### src/rtl/tile_config_sequencer.sv
// rtl/tile_config_sequencer.sv - byte-stream parser driving the broadcast tile configuration bus
module tile_config_sequencer #(
    parameter int NTILES = 16,
    parameter int ADDR_W = 10,
    parameter int DATA_W = 8
) (
    input  logic              conf,
    input  logic              reset,
    input  logic              start,
    input  logic [DATA_W-1:0] in_data,
    input  logic              in_valid,
    output logic              in_ready,
    output logic [NTILES-1:0] select_tile,
    output logic [ADDR_W-1:0] address_tile,
    output logic [DATA_W-1:0] data_tile,
    output logic              busy,
    output logic              done,
    output logic              err,
    output logic [7:0]        frame_cnt
);

    localparam logic [2:0] S_IDLE   = 3'd0;
    localparam logic [2:0] S_H_TILE = 3'd1;
    localparam logic [2:0] S_H_ALO  = 3'd2;
    localparam logic [2:0] S_H_AHI  = 3'd3;
    localparam logic [2:0] S_H_CLO  = 3'd4;
    localparam logic [2:0] S_H_CHI  = 3'd5;
    localparam logic [2:0] S_DATA   = 3'd6;
    localparam logic [2:0] S_DONE   = 3'd7;

    logic [2:0]        state_q, state_d;
    logic [NTILES-1:0] sel_mask_q, sel_mask_d;
    logic [ADDR_W-1:0] addr_q, addr_d;
    logic [15:0]       cnt_q, cnt_d;
    logic              err_q, err_d;
    logic [7:0]        frame_cnt_q, frame_cnt_d;
    logic [NTILES-1:0] select_tile_q, select_tile_d;
    logic [ADDR_W-1:0] address_tile_q, address_tile_d;
    logic [DATA_W-1:0] data_tile_q, data_tile_d;
    logic              in_ready_q, in_ready_d;
    logic              busy_q, busy_d;
    logic              done_q, done_d;

    logic       accept;
    logic [7:0] in_byte;
    logic [7:0] frame_cnt_inc;

    assign accept        = in_valid && in_ready_q;
    assign in_byte       = in_data[7:0];
    assign frame_cnt_inc = (frame_cnt_q == 8'hFF) ? frame_cnt_q : frame_cnt_q + 8'd1;

    always_comb begin
        state_d        = state_q;
        sel_mask_d     = sel_mask_q;
        addr_d         = addr_q;
        cnt_d          = cnt_q;
        err_d          = err_q;
        frame_cnt_d    = frame_cnt_q;
        select_tile_d  = '0;
        address_tile_d = address_tile_q;
        data_tile_d    = data_tile_q;

        case (state_q)
            S_IDLE: begin
                if (start) begin
                    state_d     = S_H_TILE;
                    err_d       = 1'b0;
                    frame_cnt_d = 8'd0;
                end
            end
            S_H_TILE: begin
                if (accept) begin
                    if (in_byte == 8'hFF) begin
                        state_d = S_DONE;
                    end else begin
                        state_d = S_H_ALO;
                        // An out-of-range id still parses its frame, but with an empty strobe mask
                        if (int'(in_byte) < NTILES) begin
                            sel_mask_d = NTILES'(1) << in_byte;
                        end else begin
                            sel_mask_d = '0;
                            err_d      = 1'b1;
                        end
                    end
                end
            end
            S_H_ALO: begin
                if (accept) begin
                    addr_d[7:0] = in_byte;
                    state_d     = S_H_AHI;
                end
            end
            S_H_AHI: begin
                if (accept) begin
                    addr_d[ADDR_W-1:8] = in_data[ADDR_W-9:0];
                    state_d            = S_H_CLO;
                end
            end
            S_H_CLO: begin
                if (accept) begin
                    cnt_d[7:0] = in_byte;
                    state_d    = S_H_CHI;
                end
            end
            S_H_CHI: begin
                if (accept) begin
                    cnt_d[15:8] = in_byte;
                    if ({in_byte, cnt_q[7:0]} == 16'd0) begin
                        state_d     = S_H_TILE;
                        frame_cnt_d = frame_cnt_inc;
                    end else begin
                        state_d = S_DATA;
                    end
                end
            end
            S_DATA: begin
                if (accept) begin
                    select_tile_d = sel_mask_q;
                    if (|sel_mask_q) begin
                        address_tile_d = addr_q;
                        data_tile_d    = in_data;
                    end
                    addr_d = addr_q + 1'b1;
                    cnt_d  = cnt_q - 16'd1;
                    if (cnt_q == 16'd1) begin
                        state_d     = S_H_TILE;
                        frame_cnt_d = frame_cnt_inc;
                    end
                end
            end
            S_DONE: begin
                if (!start) begin
                    state_d = S_IDLE;
                end
            end
            default: state_d = S_IDLE;
        endcase

        // Status flags are registered from the next state so they line up with it
        in_ready_d = (state_d != S_IDLE) && (state_d != S_DONE);
        busy_d     = in_ready_d;
        done_d     = (state_d == S_DONE);
    end

    always_ff @(posedge conf) begin
        if (!reset) begin
            state_q        <= S_IDLE;
            sel_mask_q     <= '0;
            addr_q         <= '0;
            cnt_q          <= '0;
            err_q          <= 1'b0;
            frame_cnt_q    <= 8'd0;
            select_tile_q  <= '0;
            address_tile_q <= '0;
            data_tile_q    <= '0;
            in_ready_q     <= 1'b0;
            busy_q         <= 1'b0;
            done_q         <= 1'b0;
        end else begin
            state_q        <= state_d;
            sel_mask_q     <= sel_mask_d;
            addr_q         <= addr_d;
            cnt_q          <= cnt_d;
            err_q          <= err_d;
            frame_cnt_q    <= frame_cnt_d;
            select_tile_q  <= select_tile_d;
            address_tile_q <= address_tile_d;
            data_tile_q    <= data_tile_d;
            in_ready_q     <= in_ready_d;
            busy_q         <= busy_d;
            done_q         <= done_d;
        end
    end

    assign in_ready     = in_ready_q;
    assign select_tile  = select_tile_q;
    assign address_tile = address_tile_q;
    assign data_tile    = data_tile_q;
    assign busy         = busy_q;
    assign done         = done_q;
    assign err          = err_q;
    assign frame_cnt    = frame_cnt_q;

endmodule

### config.mk
export PLATFORM = sky130hd
export DESIGN_NAME = tile_config_sequencer
export DESIGN_NICKNAME = d
export VERILOG_FILES = /design/src/rtl/tile_config_sequencer.sv
export SDC_FILE = /design/constraint.sdc
export NUM_CORES = 1
export LEC_CHECK = 0
export BUFFER_PORTS_ARGS = -buffer_cell sky130_fd_sc_hd__buf_2
export CAP_MARGIN = 20
export CORE_MARGIN = 2
export CORE_UTILIZATION = 45
export CTS_CLUSTER_DIAMETER = 200
export DETAILED_ROUTE_END_ITERATION = 6
export GPL_TIMING_DRIVEN = 0
export PLACE_DENSITY = 0.7
export SLEW_MARGIN = 5
export SYNTH_ARGS = -nofsm -noshare
export SYNTH_HDL_FRONTEND = slang
export SYNTH_SLANG_ARGS = --single-unit
### constraint.sdc
create_clock -name conf -period 3.2 [get_ports conf]
set_input_delay 0.64 -clock conf [delete_from_list [all_inputs] [get_ports conf]]
set_output_delay 0.64 -clock conf [all_outputs]
set_load 0.01 [all_outputs]
==> results.md, run 1 <==
- First-pass GRT wire length: 18100 um
- H-tree depth: 3
- Setup repair after global routing missed its margin: no
- Overall routed net length: 10900 um
- Area added between synthesis and finish: 15.7%
- Remaining global-route overflow: 0
- Run status: complete, no violations
- Number of sinks driven by the clock tree: 90
- Biggest fanout along the worst timing path: 10
- Placer's final routability congestion estimate: 0.879
- Number of hold violations in the final report: 0
- Maximum achievable frequency: 394 MHz
- DRT iter0 DRCs: 316
- Post-CTS Hold Fix Bufs: 0
- Total placed cells including tap cells: 697
- Post-synthesis adder-cell area fraction: 0.0146
- Vias post-DR: 4035
- Critical path's largest stage delay: 0.74 ns
- Kind of launch point of the worst setup path: flip-flop
- Port Buf Inserts: 56
- Register clock-pin slew on the reported worst setup and hold paths: 0.10 ns
- Power density over the cells: 435 nW/um^2
- CTS tree: built
- Setup clock skew after layout: 0.0131 ns
- Final layout net count: 596
- EDFF count, synth: 0
- Required @ worst endpoint: 3.50 ns
- Number of fill cells: 893
- Inserted Diodes: 0
- Final period util: 0.793
- Critical Setup Path Class: reg2reg
- Worst-Margin Slew: 1.01 ns
- Post-Syn Area per Cell: 8.38 um^2
- Yosys warning total: 0
- HPWL after detailed placement: 7920 um
- Number of antenna violations at the first check in global routing: 0
- Minimum clock period: 2.54 ns
- Total count of max-transition violations in the final report: 0
- Most numerous cell in the Yosys netlist: dfxtp_1
- Floorplan die area: 10300 um^2
- Number of buffers inserted by post-CTS setup repair: 0
- DRC: 0
- Proportion of layout cells with a drive suffix above 1: 0.156
- CP delay by family, top: simple AND/OR/NAND/NOR gates
- Synth Register Bits: 90
- Share of the synthesized area in compound gates (AO/OA/AOI/OAI): 0.195
- Core ar.: 9240 um^2
- Worst path arrival time: 2.83 ns
- Combinational family with the most area after synthesis: simple AND/OR/NAND/NOR gates
- Width of the die: 102 um
- Synth async-reset ratio: 0
- Routed length per instance: 15.2 um
- Total CTS buffers: 9
- Maximum number of pins on one net before global-route repair: 17
- Class of the most critical hold timing path: reg2reg
- Mux share of post-synthesis cell area: 0.0396
- Number of global-route vias before repair: 3677
- Height of the chip: 102 um
- Ys flop type: dfxtp_1
- Worst path bufs/invs: 2
- Core Rows: 35
- Top-area cell type share of the netlist area: 0.420
- Post-route antenna net violation count: 0
- Top cells by instance count after synthesis: dfxtp_1, nand2_1, o21ai_0
- Global-route total usage across every layer: 0.219
- Maxcap violations: 0
- Via density: 5.66
- Worst-path cell with the longest stage delay: nor3_1
- Syn Inst Count: 512
- Sequential share of the synthesized area: 0.420
- Total Neg Setup Slack: 0 ns
- Leakage power of the design: 2.03 nW
- Endpoint class of the critical path: flip-flop
- Simple-gate share of the synthesized area: 0.285
- Headroom to the max-slew limit: 0.318
- # resized after CTS: 0
- Synthesized Nets: 529
- Cell area after synthesis: 4290 um^2
- TritonRoute pass-1 iters: 6
- Cell Chain, Critical Path: and2_1 > clkbuf_1 > nand2_1 > nor3_1 > clkbuf_1 > nand3_1 > a21boi_0
- Clock latency on the worst-skew pair: 0.36 ns
- XOR/XNOR share of the synthesized area: 0.00612
- Finished Layout Cells: 713
- Count of boundary I/O pins: 58
- Most used cell along the critical path: clkbuf_1
- Top area cells in the synthesized netlist: dfxtp_1, o21ai_0, nand2_1
- VDD IR-drop max: 203 uV
- Clock tree buffer depth: 2
- Starting density of the core: 0.465
- Setup violators final: 0
- Cell type with the highest aggregate area in the netlist: dfxtp_1
- Library cell used as clock root buffer: clkbuf_8
- Number of distinct library cell variants in the gate-level netlist after synthesis: 53
==> where the power goes <==
group	switching (mW)	internal, mW	total, mW
Combinational	0.0908	0.0491	0.140
Sequential	0.00452	1.12	1.13
Clock	0.424	0.470	0.893
Total	0.519	1.64	2.16
==> area by class of cell <==
| type | instances | area (um^2) | area share |
|---|---|---|---|
| Multi-Input combinational cell | 381 | 2320 | 0.468 |
| Sequential cell | 90 | 1800 | 0.363 |
| Timing Repair Buffer | 56 | 280 | 0.0564 |
| Tap cell | 129 | 161 | 0.0325 |
| Buffer | 34 | 143 | 0.0287 |
| Clock buffer | 10 | 138 | 0.0277 |
| Clock inverter | 6 | 95.1 | 0.0191 |
| Inverter | 7 | 26.3 | 0.00529 |
==> tightest hold or removal path, stage by stage, from the launching register on <==
cell and delay, ns:
dfxtp_1 0.33, nand2_1 0.05, a21boi_0 0.06
==> layout by cell type (no fill, tap or decap), types with 5 or more instances in the layout <==
| cell | n |
|---|---|
| nor3b_1 | 5 |
| nor4_1 | 6 |
| nor3_1 | 11 |
| buf_2 | 59 |
| and2_1 | 26 |
| nand3_1 | 28 |
| mux2i_1 | 17 |
| nand4_1 | 9 |
| clkbuf_8 | 10 |
| ha_1 | 5 |
| o221a_2 | 5 |
| a31oi_1 | 10 |
| a21oi_1 | 29 |
| a22oi_1 | 5 |
| dfxtp_1 | 90 |
| or3_1 | 8 |
| a21boi_0 | 20 |
| and3_1 | 8 |
| o21ai_0 | 37 |
| inv_1 | 7 |
| nor2b_1 | 27 |
| clkbuf_1 | 27 |
| nor2_1 | 32 |
| nand2_1 | 46 |
==> flip-flops by register name, summed over array words and instances, names as in the netlist <==
signal	flops
cnt_q	16
sel_mask_q	16
address_tile	10
select_tile	16
busy	1
err	1
frame_cnt	8
data_tile	8
addr_q	10
state_q	3
done	1
==> layer usage <==
metal	global-route usage	vias to the layer above	routed length, um	share of wire
met3	0.0317	18	641	0.059
met2	0.354	128	5130	0.47
met5	0	-	0	0
li1	-	1976	-	-
met1	0.296	1913	4910	0.45
met4	0.0842	0	183	0.017
==> cell families after synthesis <==
group | after synthesis
simple gates | 224
flops | 90
xor+xnor | 3
buf+inv | 41
compound gates | 132
fa+ha+maj | 5
mux | 17
==> path summary, 6_finish.rpt <==
check                                    from                          end  slack, ns  depth (start not counted)
setup reg to reg              busy$_SDFF_PN0_  sel_mask_q[10]$_SDFFE_PN0P_       0.66                          7
setup / recovery              busy$_SDFF_PN0_  sel_mask_q[10]$_SDFFE_PN0P_       0.66                          7
hold reg to reg   sel_mask_q[14]$_SDFFE_PN0P_  sel_mask_q[14]$_SDFFE_PN0P_       0.47                          2
hold / removal    sel_mask_q[14]$_SDFFE_PN0P_  sel_mask_q[14]$_SDFFE_PN0P_       0.47                          2
==> through the flow <==
stage	utilization	setup WS (ns)	area [um^2]	hold WS, ns	total power, mW
4_1_cts	0.538	0.663	4970	0.478	2.17
6_report	0.538	0.662	4970	0.475	2.16
3_3_place_gp	0.512	0.368	4730	0.465	1.29
2_1_floorplan	-	0.655	4290	0.449	1.24
3_5_place_dp	0.512	0.332	4730	0.467	1.29
5_1_grt	0.538	0.371	4970	0.499	2.23
Note: power is estimated with default switching activity, not from simulation.
==> run 2, diff against run 1 <==
clock period = 2.54 ns   (was 3.2 ns; I/O delays follow)
==> results.md, run 2 (same netlist as run 1, synthesis figures left out) <==
- Post-layout instance area: 5010 um^2
- Worst-path cell with the longest stage delay: or3b_2
- Final period util: 0.962
- Headroom to the max-slew limit: 0.254
- DRT iter0 DRCs: 293
- Number of hold violations in the final report: 0
- Library cell used as clock root buffer: clkbuf_8
- Height of the chip: 102 um
- Final layout net count: 597
- H-tree depth: 3
- Number of global-route vias before repair: 3677
- Core ar.: 9240 um^2
- Post-CTS Hold Fix Bufs: 0
- Via density: 5.65
- Worst path bufs/invs: 2
- Inserted Diodes: 0
- Hold_ws: 0.474 ns
- Placer's final routability congestion estimate: 0.879
- Area added between synthesis and finish: 16.7%
- Core Rows: 35
- Power density over the cells: 542 nW/um^2
- Clock latency on the worst-skew pair: 0.36 ns
- Register clock-pin slew on the reported worst setup and hold paths: 0.10 ns
- Cell Chain, Critical Path: inv_2 > ha_1 > or3b_2 > nor4_4 > or4b_4 > nand3_4 > buf_6 > or3_1 > a21oi_1
- Minimum clock period: 2.44 ns
- Floorplan die area: 10300 um^2
- Run status: complete, no violations
- Remaining global-route overflow: 0
- Most common cell after layout, fill and taps aside: dfxtp_1
- Width of the die: 102 um
- Pre-CTS setup slack: -0.196 ns
- Worst-Margin Slew: 1.11 ns
- Global-route total usage across every layer: 0.219
- Setup violators final: 0
- Post-route antenna net violation count: 0
- Maxcap violations: 0
- Setup clock skew after layout: 0.0122 ns
- Least setup slack across all paths after layout: 0.0962 ns
- Number of sinks driven by the clock tree: 90
- Critical Setup Path Class: reg2reg
- Total Neg Setup Slack: 0 ns
- Count of boundary I/O pins: 58
- Maximum number of pins on one net before global-route repair: 17
- Total CTS buffers: 9
- Starting density of the core: 0.465
- Kind of launch point of the worst setup path: flip-flop
- Overall routed net length: 11000 um
- Endpoint class of the critical path: flip-flop
- Number of antenna violations at the first check in global routing: 0
- Vias post-DR: 4031
- DRC: 0
- TritonRoute pass-1 iters: 5
- Proportion of layout cells with a drive suffix above 1: 0.174
- Total count of max-transition violations in the final report: 0
- Area after detailed placement: 4730 um^2
- CTS tree: built
- CP delay by family, top: simple AND/OR/NAND/NOR gates
- Clock tree buffer depth: 2
- Class of the most critical hold timing path: in2reg
- Biggest fanout along the worst timing path: 10
- Port Buf Inserts: 56
- Critical path's largest stage delay: 0.47 ns
- Routed length per instance: 15.4 um
- Post-Route Utilization: 0.542
- Top library cells by usage in the layout, fill and taps aside: dfxtp_1, buf_2, nand2_1, o21ai_0, nor2_1
- Required @ worst endpoint: 2.82 ns
- HPWL after detailed placement: 7920 um
- Leakage power of the design: 2.05 nW
- Worst path arrival time: 2.73 ns
- VDD IR-drop max: 256 uV
- First-pass GRT wire length: 18100 um
- Maximum achievable frequency: 409 MHz
==> run 2: changes by cell type in the layout (fill, tap and decap cells not counted), moves of 2 or more <==
cell	before	now
buf_4	1	3
nor3_2	0	2
inv_2	0	2
nor3_1	11	8
inv_1	7	5
==> run 2: cell type report <==
class / instances / area, um^2
fill: 890 / 4230
multi-input combinational: 381 / 2350
sequential: 90 / 1800
timing repair buffer: 58 / 295
tap: 129 / 161
buffer: 33 / 140
clock buffer: 10 / 138
clock inverter: 6 / 95.1
inverter: 7 / 26.3
==> run 2: worst reg2reg max path, stage by stage (launching register included) <==
cell     delay (ns)
dfxtp_1        0.36
inv_2          0.08
ha_1           0.15
or3b_2         0.47
nor4_4         0.36
or4b_4         0.21
nand3_4        0.10
buf_6          0.17
or3_1          0.34
a21oi_1        0.13
==> run 2: final timing paths <==
check	end	slack [ns]	cells after the start	from
max	frame_cnt[4]$_SDFFE_PN0P_	0.1	9	cnt_q[1]$_SDFFE_PN0P_
min	data_tile[4]$_SDFFE_PN0P_	0.47	3	in_data[4]
max reg2reg	frame_cnt[4]$_SDFFE_PN0P_	0.1	9	cnt_q[1]$_SDFFE_PN0P_
min reg2reg	sel_mask_q[14]$_SDFFE_PN0P_	0.47	2	sel_mask_q[14]$_SDFFE_PN0P_
==> run 2: metal layers <==
metal | GRT usage | up-vias | wire length, um
li1 | - | 1974 | -
met1 | 0.296 | 1909 | 4880
met2 | 0.354 | 131 | 5260
met3 | 0.0317 | 17 | 653
met4 | 0.0842 | 0 | 177
met5 | 0 | - | 0
==> run 2: what timing repair did <==
item,4_1_cts,5_1_grt
resized for setup,0,11
buffers inserted,0,2
endpoints found under the setup margin,0,30
==> run 2: report_power, final <==
part | leakage (nW) | internal (mW) | total [mW] | switching (mW)
Combinational | 1.21 | 0.0627 | 0.180 | 0.117
Clock | 0.117 | 0.592 | 1.11 | 0.523
Sequential | 0.726 | 1.42 | 1.42 | 0.00570
Total | 2.05 | 2.07 | 2.72 | 0.645
==> run 2: metrics by stage <==
| stage | total power [mW] | std cells |
|---|---|---|
| floorplan | 1.57 | 512 |
| finish | 2.72 | 714 |
| detailed placement | 1.63 | 697 |
| CTS | 2.73 | 713 |
| global placement | 1.63 | 697 |
| global route | 2.81 | 714 |
